File: config.mk
export PLATFORM = sky130hd
export DESIGN_NAME = floor_request_scheduler
export DESIGN_NICKNAME = d
export VERILOG_FILES = /design/src/rtl/floor_request_scheduler.sv
export SDC_FILE = /design/constraint.sdc
export NUM_CORES = 1
export LEC_CHECK = 0
export CAP_MARGIN = 20
export CORE_MARGIN = 4
export CORE_UTILIZATION = 45
export DETAILED_ROUTE_END_ITERATION = 8
export GPL_TIMING_DRIVEN = 0
export PLACE_DENSITY = 0.8
export SYNTH_ARGS = -nofsm -noshare
export SYNTH_HDL_FRONTEND = slang
export SYNTH_SLANG_ARGS = --single-unit
File: constraint.sdc
create_clock -name clk -period 1.5 [get_ports clk]
set_input_delay 0.225 -clock clk [delete_from_list [all_inputs] [get_ports clk]]
set_output_delay 0.225 -clock clk [all_outputs]
set_load 0.01 [all_outputs]
File: src/rtl/floor_request_scheduler.sv
`default_nettype none
// ============================================================================
// floor_request_scheduler
// Latches edge-detected call buttons and selects the next floor (SCAN policy).
// Revision: 1.0
// ============================================================================
module floor_request_scheduler #(
  parameter int NUM_FLOORS = 4,
  parameter int FLOOR_W    = 2
) (
  input  logic                  clk,
  input  logic                  rst,
  input  logic [NUM_FLOORS-1:0] buttons,
  input  logic [FLOOR_W-1:0]    current_floor,
  input  logic                  arrived,
  output logic [FLOOR_W-1:0]    floor_destiny,
  output logic                  dest_valid,
  output logic [1:0]            direction,
  output logic [NUM_FLOORS-1:0] pending
);

  typedef enum logic [1:0] {
    ST_IDLE = 2'b00,
    ST_UP   = 2'b01,
    ST_DOWN = 2'b10
  } dir_e;

  dir_e                  dir_q, dir_d;
  logic [FLOOR_W-1:0]    dest_q, dest_d;
  logic                  valid_q, valid_d;
  logic [NUM_FLOORS-1:0] btn_q, btn_d;
  logic [NUM_FLOORS-1:0] pending_q, pending_d;

  logic [NUM_FLOORS-1:0] press;
  logic [NUM_FLOORS-1:0] clr;
  logic                  cur_in_range;
  logic                  here;
  logic                  found_above;
  logic                  found_below;
  logic [FLOOR_W-1:0]    above_idx;
  logic [FLOOR_W-1:0]    below_idx;

  // Request bookkeeping plus nearest-request search on the registered pending bits
  always_comb begin
    cur_in_range = int'(current_floor) < NUM_FLOORS;
    press        = buttons & ~btn_q;
    btn_d        = buttons;
    clr          = '0;
    here         = 1'b0;
    for (int i = 0; i < NUM_FLOORS; i++) begin
      if (cur_in_range && (current_floor == FLOOR_W'(i))) begin
        clr[i] = arrived;
        here   = pending_q[i];
      end
    end
    pending_d = (pending_q | press) & ~clr;

    found_above = 1'b0;
    above_idx   = '0;
    for (int i = NUM_FLOORS - 1; i >= 0; i--) begin
      if (pending_q[i] && (i > int'(current_floor))) begin
        found_above = 1'b1;
        above_idx   = FLOOR_W'(i);
      end
    end

    found_below = 1'b0;
    below_idx   = '0;
    for (int i = 0; i < NUM_FLOORS; i++) begin
      if (pending_q[i] && (i < int'(current_floor))) begin
        found_below = 1'b1;
        below_idx   = FLOOR_W'(i);
      end
    end
  end

  // A request at the current floor is always served first, in any state
  always_comb begin
    dir_d   = dir_q;
    dest_d  = dest_q;
    valid_d = 1'b0;
    case (dir_q)
      ST_IDLE: begin
        if (here) begin
          dest_d  = current_floor;
          valid_d = 1'b1;
        end else if (found_above) begin
          dir_d   = ST_UP;
          dest_d  = above_idx;
          valid_d = 1'b1;
        end else if (found_below) begin
          dir_d   = ST_DOWN;
          dest_d  = below_idx;
          valid_d = 1'b1;
        end
      end
      ST_UP: begin
        if (here) begin
          dest_d  = current_floor;
          valid_d = 1'b1;
        end else if (found_above) begin
          dest_d  = above_idx;
          valid_d = 1'b1;
        end else if (found_below) begin
          dir_d   = ST_DOWN;
          dest_d  = below_idx;
          valid_d = 1'b1;
        end else begin
          dir_d = ST_IDLE;
        end
      end
      ST_DOWN: begin
        if (here) begin
          dest_d  = current_floor;
          valid_d = 1'b1;
        end else if (found_below) begin
          dest_d  = below_idx;
          valid_d = 1'b1;
        end else if (found_above) begin
          dir_d   = ST_UP;
          dest_d  = above_idx;
          valid_d = 1'b1;
        end else begin
          dir_d = ST_IDLE;
        end
      end
      default: begin
        dir_d = ST_IDLE;
      end
    endcase
  end

  always_ff @(posedge clk) begin
    if (rst) begin
      btn_q     <= buttons;
      pending_q <= '0;
      dir_q     <= ST_IDLE;
      dest_q    <= '0;
      valid_q   <= 1'b0;
    end else begin
      btn_q     <= btn_d;
      pending_q <= pending_d;
      dir_q     <= dir_d;
      dest_q    <= dest_d;
      valid_q   <= valid_d;
    end
  end

  assign floor_destiny = dest_q;
  assign dest_valid    = valid_q;
  assign direction     = dir_q;
  assign pending       = pending_q;

endmodule
`default_nettype wire

==> metrics.md <==
| Metric | Value |
|---|---|
| Status | `completed` |
| ANT nets after route | `0` |
| GRT Util Overall | `0.160` |
| CTS tree | `yes` |
| RSZ-0062 raised after global routing | `yes` |
| Async SR Flop Fraction | `0` |
| First-pass GRT wire length | `2.46 mm` |
| Yosys top cell by area | `dfxtp_1` |
| Yosys reg bits | `13` |
| WL final | `1.58 mm` |
| Tmin final | `1.42 ns` |
| CTS Sinks | `13` |
| Mapped cell area | `654 sq um` |
| Placed instance area | `833 sq um` |
| # IOs | `18` |
| Crit path max-delay family | `multiplexers` |
| Gate Count Post-Synth | `78` |
| 1st-pass router iterations | `4` |
| Number of global-route vias before repair | `564` |
| Width of the die | `46.1 microns` |
| Wirelength per Cell | `13.9 microns` |
| Clock Skew | `0.0127 ns` |
| Top FF cell, synth | `dfxtp_1` |
| IO buf count | `16` |
| PnR Total Power | `837 uW` |
| Detailed placement HPWL | `1.10 mm` |
| Leading cell type in the layout, fill and taps excluded | `clkdlybuf4s50_1` |
| Syn-to-layout area delta | `35.6%` |
| Dpl cells | `109` |
| Remaining global-route overflow | `0` |
| Max Cap Viol | `0` |
| Starting Density | `0.491` |
| Antenna Cells | `0` |
| Skew-Pair Late Insertion Delay | `0.28 ns` |
| Post-CTS setup buffer count | `0` |
| Iteration-0 DRC Markers | `7` |
| Static leakage | `0.389 nW` |
| Avg Cell Area, Syn | `8.39 sq um` |
| CP bufs+invs | `1` |
| Yosys warns | `0` |
| Via Count | `679` |
| Critical path's slowest cell | `mux4_2` |
| Worst setup EP type | `flip-flop` |
| Worst min path class | `input port to flip-flop` |
| CTS Hold Bufs | `0` |
| # DRC | `0` |
| Maximum fanout along the worst path | `9` |
| Die Span Y | `46.1 microns` |
| Worst-margin pin slew | `0.469 ns` |
| Largest net degree at the start of global routing | `11` |
| CP required | `1.67 ns` |
| Final net count | `108` |
| Reg2Reg Depth | `3` |
| Tcrit/Tclk final | `0.947` |
| Peak Freq | `0.704 GHz` |
| CTS H-tree lvls | `1` |
| Number of synthesized flops with an enable pin | `0` |
| Hold depth | `2` |
| Pwr dens | `944 nW/um^2` |
| Critical path launch point type | `flip-flop` |
| TritonCTS Buffers | `3` |
| Root buffer cell | `clkbuf_4` |
| Hold_ws | `0.346 ns` |
| CP arrival | `1.59 ns` |
| Reg-to-Reg End | `direction[1]$_SDFFE_PP0P_` |
| Fin cells | `113` |
| Antenna violations before repair | `0` |
| Critical path's largest stage delay | `0.53 ns` |
| Seq/Total Area, Yosys | `0.398` |
| Final design utilization | `0.665` |
| Share of layout cells above drive strength 1 | `0.153` |
| Critical path class | `flip-flop to flip-flop` |
| HP Start | `rst` |
| Yosys top cell area share | `0.398` |
| Vias per cell | `6.01` |
| Final hold violations | `0` |
| CORE AREA | `1330 sq um` |
| Final Cell Area | `887 sq um` |
| CP Cell Sequence | `buf_6, mux4_2, a2111oi_2` |
| CTS max path bufs | `2` |
| Rel. slew slack | `0.687` |
| Post-CTS sizing | `4` |
| Post-synth cell types | `27` |
| Largest cells by area after synthesis | `dfxtp_1 (40%), a21oi_1 (6.9%), o21ai_1 (5.4%), nor2b_1 (4.8%), nor2_1 (4.0%)` |
| Row count | `13` |
| GP Congestion | `0.822` |
| Post-synthesis net count | `87` |
| Hold Path End | `pending[1]$_SDFF_PP0_` |
| Final Max Slew Viols | `0` |
| Reg-to-reg slack, setup | `0.08 ns` |
| Final setup vio count | `0` |
| Critical R2R Launch | `pending[2]$_SDFF_PP0_` |
| Worst VDD drop | `382 uV` |
| Die area | `2130 sq um` |
| Most frequent cells in the layout | `clkdlybuf4s50_1 (11), a21oi_1 (9), dfxtp_1 (8)` |
| Clk slew on worst S/H paths | `0.09 ns` |
## synth_stat cells (2+ instances only)
master,count
a21oi_1,9
a311oi_1,2
buf_2,2
dfxtp_1,13
inv_1,5
nand2_1,2
nor2_1,7
nor2b_1,5
nor3_1,4
nor3b_1,3
o21a_1,2
o21ai_0,3
o21ai_1,7
## worst max-delay path by stage
stage,cells past startpoint,to,from
2_1_floorplan,4,direction[0]$_SDFFE_PP0P_,pending[2]$_SDFF_PP0_
3_3_place_gp,4,direction[0]$_SDFFE_PP0P_,current_floor[0]
3_5_place_dp,6,direction[1]$_SDFFE_PP0P_,current_floor[1]
4_1_cts,1,pending[1],pending[1]$_SDFF_PP0_
5_1_grt,5,direction[1]$_SDFFE_PP0P_,pending[1]$_SDFF_PP0_
6_report,3,direction[1]$_SDFFE_PP0P_,pending[2]$_SDFF_PP0_
## per-layer routing
metal / wire (microns) / GRT usage / vias up
met5: 0 / 0 / -
met2: 735 / 0.264 / 30
met4: 34 / 0.0682 / 0
met1: 724 / 0.206 / 319
met3: 81 / 0.0234 / 6
li1: - / - / 324
## report_power, final
part | switching [mW] | internal (mW) | total [mW]
clock network | 0.120 | 0.0989 | 0.219
registers | 0.0290 | 0.374 | 0.403
logic | 0.101 | 0.114 | 0.215
## per-stage QoR
step,setup WS (ns),setup TNS [ns]
after detailed placement,-0.277,-0.869
after global placement,-0.234,-0.764
after floorplan,0.135,0
final,0.0799,0
after global routing,-0.000823,-0.000823
after CTS,0.00681,0
## logic make-up (layout without fill, tap and decap cells)
family                 Yosys count  count (layout)  share of synthesized area
AOI/OAI and AO/OA               31              31                      0.300
buffers and inverters            9              29                     0.0669
DFF                             13              13                      0.398
muxes                            2               2                     0.0497
and+or+nand+nor                 23              23                      0.185
## registers in the layout, summed over array words and instances (netlist names)
signal	flops
btn_q	4
pending	4
direction	2
floor_destiny	2
dest_valid	1
## layout make-up
type | instances | area, sq um
fill | 130 | 447
multi-input combinational | 56 | 350
sequential | 13 | 274
timing repair buffer | 16 | 173
buffer | 4 | 25.0
clock buffer | 3 | 22.5
inverter | 5 | 18.8
tap | 15 | 18.8
clock inverter | 1 | 5.00
Note: power is estimated with default switching activity, not from simulation.
